===== src/rtl/usr_shift_ctrl_if.sv =====
// Producer handshake and USR control/observe signals for usr_shift_ctrl.
// master = producer plus USR side, slave = the controller.
interface usr_shift_ctrl_if #(
    parameter int WIDTH = 4
);
    logic             start_i;
    logic             dir_i;
    logic [WIDTH-1:0] data_i;
    logic             ready_o;
    logic             hold_i;
    logic [WIDTH-1:0] pout_i;
    logic [1:0]       sel_o;
    logic [WIDTH-1:0] pin_o;
    logic             slin_o;
    logic             srin_o;
    logic             ser_o;
    logic             ser_valid_o;
    logic             done_o;
    logic             busy_o;

    modport master (
        output start_i, dir_i, data_i, hold_i, pout_i,
        input  ready_o, sel_o, pin_o, slin_o, srin_o, ser_o, ser_valid_o, done_o, busy_o
    );

    modport slave (
        input  start_i, dir_i, data_i, hold_i, pout_i,
        output ready_o, sel_o, pin_o, slin_o, srin_o, ser_o, ser_valid_o, done_o, busy_o
    );
endinterface


===== src/rtl/usr_shift_ctrl.sv =====
// Sequencer driving a universal shift register as a parallel-to-serial transmitter.
// Define USR_CTRL_ROTATE_EN to feed the outgoing bit back in so the USR keeps the word.
module usr_shift_ctrl #(
    parameter int WIDTH = 4
) (
    input logic             clk,
    input logic             rst,
    usr_shift_ctrl_if.slave bus
);
    localparam int unsigned CntW = $clog2(WIDTH);
    localparam logic [CntW-1:0] CntLast = CntW'(WIDTH - 1);

    typedef enum logic [1:0] {StIdle, StLoad, StShift, StDone} state_e;

    state_e           r_state;
    state_e           w_state_next;
    logic [WIDTH-1:0] r_word;
    logic             r_dir;
    logic [CntW-1:0]  r_cnt;
    logic             w_accept;
    logic             w_shift_en;

    assign w_accept   = (r_state == StIdle) && bus.start_i;
    assign w_shift_en = (r_state == StShift) && !bus.hold_i;

    always_ff @(posedge clk or posedge rst) begin
        if (rst) begin
            r_state <= StIdle;
            r_word  <= '0;
            r_dir   <= 1'b0;
            r_cnt   <= '0;
        end else begin
            r_state <= w_state_next;
            if (w_accept) begin
                r_word <= bus.data_i;
                r_dir  <= bus.dir_i;
                r_cnt  <= '0;
            end else if (w_shift_en && (r_cnt != CntLast)) begin
                // Saturate on the last bit so the count never passes WIDTH-1.
                r_cnt <= r_cnt + 1'b1;
            end
        end
    end

    always_comb begin
        w_state_next    = r_state;
        bus.sel_o       = 2'b00;
        bus.ready_o     = 1'b0;
        bus.busy_o      = 1'b1;
        bus.done_o      = 1'b0;
        bus.ser_valid_o = 1'b0;
        bus.slin_o      = 1'b0;
        bus.srin_o      = 1'b0;
        unique case (r_state)
            StIdle: begin
                bus.ready_o = 1'b1;
                bus.busy_o  = 1'b0;
                if (bus.start_i) w_state_next = StLoad;
            end
            StLoad: begin
                bus.sel_o    = 2'b11;
                w_state_next = StShift;
            end
            StShift: begin
                if (!bus.hold_i) begin
                    bus.sel_o       = r_dir ? 2'b10 : 2'b01;
                    bus.ser_valid_o = 1'b1;
`ifdef USR_CTRL_ROTATE_EN
                    bus.slin_o = !r_dir && bus.pout_i[0];
                    bus.srin_o = r_dir && bus.pout_i[WIDTH-1];
`else
                    bus.slin_o = 1'b0;
                    bus.srin_o = 1'b0;
`endif
                    if (r_cnt == CntLast) w_state_next = StDone;
                end
            end
            StDone: begin
                bus.done_o   = 1'b1;
                w_state_next = StIdle;
            end
            default: w_state_next = StIdle;
        endcase
    end

    assign bus.pin_o = r_word;
    assign bus.ser_o = r_dir ? bus.pout_i[WIDTH-1] : bus.pout_i[0];
endmodule

===== src/flat_wrapper.sv =====
// flat-port wrapper written by rule: the top's interface ports become plain ports
module usr_shift_ctrl_flat 
#(
    parameter int WIDTH = 4
)
  (clk, rst, bus_start_i, bus_dir_i, bus_data_i, bus_hold_i, bus_pout_i, bus_ready_o, bus_sel_o, bus_pin_o, bus_slin_o, bus_srin_o, bus_ser_o, bus_ser_valid_o, bus_done_o, bus_busy_o);
  usr_shift_ctrl_if #(.WIDTH(WIDTH)) bus_i ();
  input logic clk;
  input logic rst;
  input wire logic [$bits(bus_i.start_i)-1:0] bus_start_i;
  input wire logic [$bits(bus_i.dir_i)-1:0] bus_dir_i;
  input wire logic [$bits(bus_i.data_i)-1:0] bus_data_i;
  input wire logic [$bits(bus_i.hold_i)-1:0] bus_hold_i;
  input wire logic [$bits(bus_i.pout_i)-1:0] bus_pout_i;
  output wire logic [$bits(bus_i.ready_o)-1:0] bus_ready_o;
  output wire logic [$bits(bus_i.sel_o)-1:0] bus_sel_o;
  output wire logic [$bits(bus_i.pin_o)-1:0] bus_pin_o;
  output wire logic [$bits(bus_i.slin_o)-1:0] bus_slin_o;
  output wire logic [$bits(bus_i.srin_o)-1:0] bus_srin_o;
  output wire logic [$bits(bus_i.ser_o)-1:0] bus_ser_o;
  output wire logic [$bits(bus_i.ser_valid_o)-1:0] bus_ser_valid_o;
  output wire logic [$bits(bus_i.done_o)-1:0] bus_done_o;
  output wire logic [$bits(bus_i.busy_o)-1:0] bus_busy_o;
  assign bus_i.start_i = bus_start_i;
  assign bus_i.dir_i = bus_dir_i;
  assign bus_i.data_i = bus_data_i;
  assign bus_i.hold_i = bus_hold_i;
  assign bus_i.pout_i = bus_pout_i;
  assign bus_ready_o = bus_i.ready_o;
  assign bus_sel_o = bus_i.sel_o;
  assign bus_pin_o = bus_i.pin_o;
  assign bus_slin_o = bus_i.slin_o;
  assign bus_srin_o = bus_i.srin_o;
  assign bus_ser_o = bus_i.ser_o;
  assign bus_ser_valid_o = bus_i.ser_valid_o;
  assign bus_done_o = bus_i.done_o;
  assign bus_busy_o = bus_i.busy_o;
  usr_shift_ctrl #(.WIDTH(WIDTH)) u_core (.clk(clk), .rst(rst), .bus(bus_i));
endmodule

===== config.mk =====
export PLATFORM = sky130hd
export DESIGN_NAME = usr_shift_ctrl_flat
export DESIGN_NICKNAME = d
export VERILOG_FILES = /design/src/rtl/usr_shift_ctrl_if.sv /design/src/rtl/usr_shift_ctrl.sv /design/src/flat_wrapper.sv
export SDC_FILE = /design/constraint.sdc
export NUM_CORES = 1
export LEC_CHECK = 0
export CORE_AREA = 4 4 41 43
export DETAILED_ROUTE_END_ITERATION = 7
export DIE_AREA = 0 0 45 47
export PLACE_DENSITY_LB_ADDON = 0.2
export SKIP_CTS_REPAIR_TIMING = 1
export SLEW_MARGIN = 30
export SYNTH_ARGS = -nofsm -noshare
export SYNTH_HDL_FRONTEND = slang
export SYNTH_SLANG_ARGS = --single-unit

===== constraint.sdc =====
create_clock -name clk -period 2.85 [get_ports clk]
set_clock_uncertainty 0.2 [all_clocks]
set_input_delay 0.57 -clock clk [delete_from_list [all_inputs] [get_ports clk]]
set_output_delay 0.57 -clock clk [all_outputs]
set_load 0.005 [all_outputs]

==> impl_results.md, run 1 <==
* Outcome: finished, final reports clean
* Detailed Route Iter0 Violations at 4
* Ys Warns at 0
* Total Power at ~0.8 mW
* Final setup TNS at 0 ns
* DP Cell Count at 82
* Area Overhead vs Synth at 46.9%
* Worst Path Arrival at between 1.5 and 2 ns
* Clock Pin Slew Worst Setup and Hold Paths at around 0.06 ns
* FMAX at 0.366 GHz
* Final period utilization at 95.9%
* Clock Latency Late Sink at ~0.26 ns
* Clock Root Buffer: clkbuf_4
* Share of cells above drive strength 1 at 16.9%
* CTS sink count at 9
* GRT Total Usage at 11.8%
* Starting Density at about two fifths
* Via count of the routed design at between 400 and 500
* Max-cap violations at 0
* Grt ovf at 0
* Routed Antenna Nets at 0
* Drt pass-1 iters at 4
* RSZ-0062 raised after global routing: no
* Worst min path class: reg2reg
* First-pass GRT wire length at ~1700 um
* Cells after Synth at between 40 and 50
* Port bufs at 21
* Final Hold Violating Endpoints at 0
* Min Tclk post-route at 2.73 ns
* Critical path type: in2out
* Place WS at around 0.048 ns
* Final setup violation count at 0
* CTS tree: done
* Vias in the first global route at approximately 420
* Final HPWL from detailed placement at 848 um
* TritonCTS buffer count at 3
* Core footprint at between 1000 and 1500 um2
* Die height at between 40 and 50 um
* Flops & latches, synth at 9
* Final wirelength at approximately 1100 um
* Gpl congestion at slightly below 0.7
* Power Density at approximately 1000 nW/um2
* H-tree depth at 1
* Critical Path Source Type: input port
* Final net count at 92
* Initial antenna violation count at 0
* Leak Pwr at between 0.3 and 0.4 nW
* FP Rows at 13
* Worst EP required at about 2.1 ns
* DR vias/cell at 4.81
* Pin count of the biggest net entering global routing at 10
* Die Footprint at approximately 2100 um2
* I/O pin count at 26
* DRC at 0
* Avg WL per Cell at roughly 12 um
* Slew Viols, Final at 0
* Hold_sp: u_core.bus.pin_o[0]
* CP Capture Type: primary output
* Post-route insts no fill at 86
* Max clock buf depth at 2
* Die width at approximately 45 um
* Syn avg cell area at 11.3 um2
* CP max FO at 4
* Mapped Area at roughly 530 um2
* Post-synthesis cell type count at 17
* ANT cells at 0
* Hold slack at a little over 0.3 ns
* Post-layout worst setup margin at 0.118 ns
* Critical Path Source: bus_hold_i
* Seq/Total Area, Yosys at 42.5%
* R2R Path Start: u_core.r_state[1]
* VDD IR-drop max at around 0.63 mV
## cells in the mapped netlist (all sizes together)
cell type,count,area [um2]
mux2i,1,10.0
buf,2,15.0
o21a,1,7.51
conb,1,3.75
xnor2,1,8.76
inv,6,22.5
nor2b,3,18.8
a21oi,3,15.0
a2bb2oi,1,8.76
mux2,7,78.8
ha,7,87.6
dfrtp,9,225
a222oi,1,10.0
nor3b,1,7.51
nand2,2,7.51
nor2,1,3.75
## report_power, final
group,total (mW),switching [mW],internal [mW]
registers,0.245,0.0504,0.195
logic,0.449,0.164,0.285
clock network,0.0994,0.0454,0.0540
total,0.794,0.260,0.534
## path summary, 6_finish.rpt
check                           depth (start not counted)                  end  slack, ns
worst max-delay path                                    5         bus_sel_o[0]       0.12
worst min-delay path                                    1  u_core.bus.pin_o[0]       0.31
worst max register to register                          4    u_core.r_state[1]       1.02
worst min register to register                          1  u_core.bus.pin_o[0]       0.31
max in group asynchronous                               2  u_core.bus.pin_o[0]       1.83
min in group asynchronous                               2    u_core.r_state[0]       0.36
## routing by layer
| layer | vias to the layer above | share of wire, % | global-route usage [%] |
|---|---|---|---|
| met4 | 0 | 1.1 | 7.02 |
| met3 | 2 | 6.7 | 3.45 |
| met2 | 13 | 51 | 18.4 |
| li1 | 202 | - | - |
| met5 | - | 0 | 0 |
| met1 | 197 | 41 | 14.4 |
## critical path, stage by stage
cell and delay [ns]:
clkdlybuf4s50_1 0.47, nor2b_2 0.17, nor2b_1 0.15, o21a_1 0.11, clkdlybuf4s50_1 0.49
## metrics by stage
stage | instance area (um2) | util [%]
3_5_place_dp | 748 | 57.5
2_1_floorplan | 534 | -
5_1_grt | 779 | 59.9
6_report | 779 | 59.9
3_3_place_gp | 748 | 57.5
4_1_cts | 774 | 59.5
## cell usage in the layout, fill, tap and decap left out
cell / synthesis / layout
ha_1: 7 / 6
a222oi_1: 1 / 1
a21oi_1: 3 / 3
nand2_1: 2 / 2
inv_1: 6 / 5
clkbuf_4: 0 / 3
a2bb2oi_1: 1 / 1
mux2i_1: 1 / 1
mux2_1: 1 / 1
nor2b_2: 0 / 1
nor3b_1: 1 / 1
conb_1: 1 / 2
clkbuf_1: 0 / 1
nor2_1: 1 / 1
xnor2_1: 1 / 1
o21a_1: 1 / 1
mux2_2: 6 / 6
clkdlybuf4s50_1: 0 / 21
inv_2: 0 / 1
ha_2: 0 / 1
dfrtp_1: 9 / 9
nor2b_1: 3 / 2
## cell type report
cell class,instances,area (um2)
clock buffers,4,26.3
multi-input cells,31,277
inverters,6,22.5
well taps,15,18.8
flip-flops and latches,9,225
fillers,127,522
repair buffers,21,210
## kinds of logic (layout without fill, tap and decap cells)
group	after synthesis	count (layout)	share of synthesized area, %
flops	9	9	42.5
mux	8	8	16.7
buf+inv	8	31	7.07
fa+ha+maj	7	7	16.5
simple gates	7	7	7.08
compound gates	6	6	7.78
other cells	1	2	0.707
xor+xnor	1	1	1.65
## flip-flops by register name (all words and copies together) (netlist names)
| register | cells |
|---|---|
| u_core.r_state | 2 |
| u_core.r_cnt | 2 |
| u_core.bus.pin_o | 4 |
| u_core.r_dir | 1 |
No activity file was read; power rests on OpenSTA's default activity.
==> run 2, diff against run 1 <==
Settings changed: CORE_AREA 4 4 41 43 to default, CORE_ASPECT_RATIO from default to 1.2, CORE_MARGIN from default to 4, CORE_UTILIZATION from default to 34, DIE_AREA 0 0 45 47 to default, PLACE_DENSITY from default to 0.78, PLACE_DENSITY_LB_ADDON 0.2 to default.
Clock period 2.85 ns to 2.5 ns, I/O delays scaled along.
==> impl_results.md, run 2 (synthesis results as in run 1) <==
* Outcome: finished, final reports clean (unchanged)
* First-pass GRT wire length at 1720 um (was 1750 um)
* Core footprint at 1460 um2 (was 1300 um2)
* Critical Path Source Type: input port (unchanged)
* Clock Pin Slew Worst Setup and Hold Paths at 0.06 ns (about the same)
* Initial antenna violation count at 0 (unchanged)
* Final net count at 96 (was 92)
* Max clock buf depth at 2 (unchanged)
* RSZ-0062 raised after global routing: no (unchanged)
* GRT Total Usage at 10.4% (was 11.8%)
* Final setup violation count at 0 (unchanged)
* Drt pass-1 iters at 4 (unchanged)
* CP max FO at 1 (was 4)
* Worst path max stage delay at 0.45 ns (was 0.49 ns)
* Port bufs at 21 (unchanged)
* Via count of the routed design at 424 (was 414)
* Critical path's top delay family: buffers and inverters (unchanged)
* Detailed Route Iter0 Violations at 2 (was 4)
* Min Tclk post-route at between 2 and 2.5 ns
* Crit path max-delay cell type: clkdlybuf4s50_1 (unchanged)
* Grt ovf at 0 (unchanged)
* Clock Latency Late Sink at 0.26 ns (about the same)
* Leak Pwr at 0.412 nW (was 0.348 nW)
* TritonCTS buffer count at 3 (unchanged)
* Slew Viols, Final at 0 (unchanged)
* CTS tree: done (unchanged)
* Final wirelength at 1100 um (was 1060 um)
* FP Rows at 15 (was 13)
* Routed Antenna Nets at 0 (unchanged)
* Final period utilization at ~93%
* Die Footprint at 2260 um2 (was 2120 um2)
* CP bufs+invs at 2 (unchanged)
* Share of cells above drive strength 1 at 20.0% (was 16.9%)
* Commonest non-fill, non-tap cell in the layout: clkdlybuf4s50_1 (unchanged)
* Starting Density at 36.2% (was 40.8%)
* Number of flip-flops in the largest register at 4 (unchanged)
* Area Overhead vs Synth at 55.4% (was 46.9%)
* CP Capture Type: primary output (unchanged)
* I/O pin count at 26 (unchanged)
* Worst min path class: in2async (was reg2reg)
* Die height at 51.3 um (was 47 um)
* DR vias/cell at 4.61 (was 4.81)
* Vias in the first global route at 445 (was 422)
* VDD IR-drop max at 0.494 mV (was 0.629 mV)
* ANT cells at 0 (unchanged)
* Worst EP required at 1.80 ns (was 2.08 ns)
* DRC at 0 (unchanged)
* Die width at 44.1 um (was 45 um)
* Most frequent cells in the layout: clkdlybuf4s50_1 (18), dfrtp_1 (9), mux2_2 (6), inv_1 (6), ha_1 (6) (was clkdlybuf4s50_1 (21), dfrtp_1 (9), mux2_2 (6), ha_1 (6), inv_1 (5))
* Post-layout worst setup margin at 0.170 ns (was 0.118 ns)
* Power Density at 1140 nW/um2 (was 1020 nW/um2)
* Place WS at -0.102 ns (was 0.0483 ns)
* CTS sink count at 9 (unchanged)
* Fill cells at 131 (was 127)
* Critical path type: in2out (unchanged)
* Final Hold Violating Endpoints at 0 (unchanged)
* Clock Root Buffer: clkbuf_4 (unchanged)
* Most used cell along the critical path: clkdlybuf4s50_1 (unchanged)
* Worst Path Arrival at 1.63 ns (was 1.96 ns)
* Gpl congestion at 0.645 (was 0.680)
* FMAX at between 0.4 and 0.5 GHz
* Total Power at 0.939 mW (was 0.794 mW)
* Pin count of the biggest net entering global routing at 10 (unchanged)
* Max-cap violations at 0 (unchanged)
* Final HPWL from detailed placement at 866 um (was 848 um)
* Avg WL per Cell at 12.0 um (was 12.3 um)
* CP Cell Sequence: clkdlybuf4s50_1 -> mux2_2 -> clkdlybuf4s50_1 (was clkdlybuf4s50_1 -> nor2b_2 -> nor2b_1 -> o21a_1 -> clkdlybuf4s50_1)
* H-tree depth at 1 (unchanged)
## run 2: area by class of cell
| type | instances | area [um2] | share of cell area, % |
|---|---|---|---|
| Inverter | 6 | 22.5 | 2.73 |
| Sequential cell | 9 | 225 | 27.3 |
| Multi-Input combinational cell | 31 | 282 | 34.1 |
| Tap cell | 17 | 21.3 | 2.58 |
| Timing Repair Buffer | 25 | 248 | 30.0 |
| Clock buffer | 4 | 26.3 | 3.19 |
## run 2: metrics by stage
step / TNS, ns / std cells / instance area (um2) / hold WS [ns] / utilization, %
6_report: 0 / 92 / 825 / 0.297 / 56.3
5_1_grt: 0 / 92 / 825 / 0.324 / 56.3
4_1_cts: -0.189 / 91 / 800 / 0.306 / 54.6
3_5_place_dp: -0.146 / 87 / 773 / 0.295 / 52.8
3_3_place_gp: -0.136 / 87 / 773 / 0.286 / 52.8
2_1_floorplan: 0 / 48 / 534 / 0.128 / -
## run 2: metal layers
metal / track usage, % / part of all wire (%) / up-vias
met1: 9.83 / 35 / 197
li1: - / - / 210
met5: 0 / 0 / -
met3: 3.87 / 10 / 0
met4: 7.54 / 0 / 0
met2: 18.0 / 55 / 17
## run 2: worst paths after layout
path,startpoint,end,slack (ns),cells after the start
max,bus_pout_i[3],bus_ser_o,0.17,3
min reg2reg,u_core.bus.pin_o[0],u_core.bus.pin_o[0],0.30,1
max reg2reg,u_core.r_state[1],u_core.r_state[1],0.62,4
max in group asynchronous,rst,u_core.r_cnt[0],1.56,2
min,rst,u_core.bus.pin_o[2],0.30,2
min in group clk,u_core.bus.pin_o[0],u_core.bus.pin_o[0],0.30,1
## run 2: power breakdown
group	switching, mW	internal [mW]
registers	0.0487	0.222
clock network	0.0482	0.0613
logic	0.204	0.355
## run 2: worst reg2reg max path, stage by stage (launching register included)
cell      delay (ns)
dfrtp_1         0.42
ha_2            0.21
buf_4           0.14
a222oi_1        0.44
mux2_1          0.36
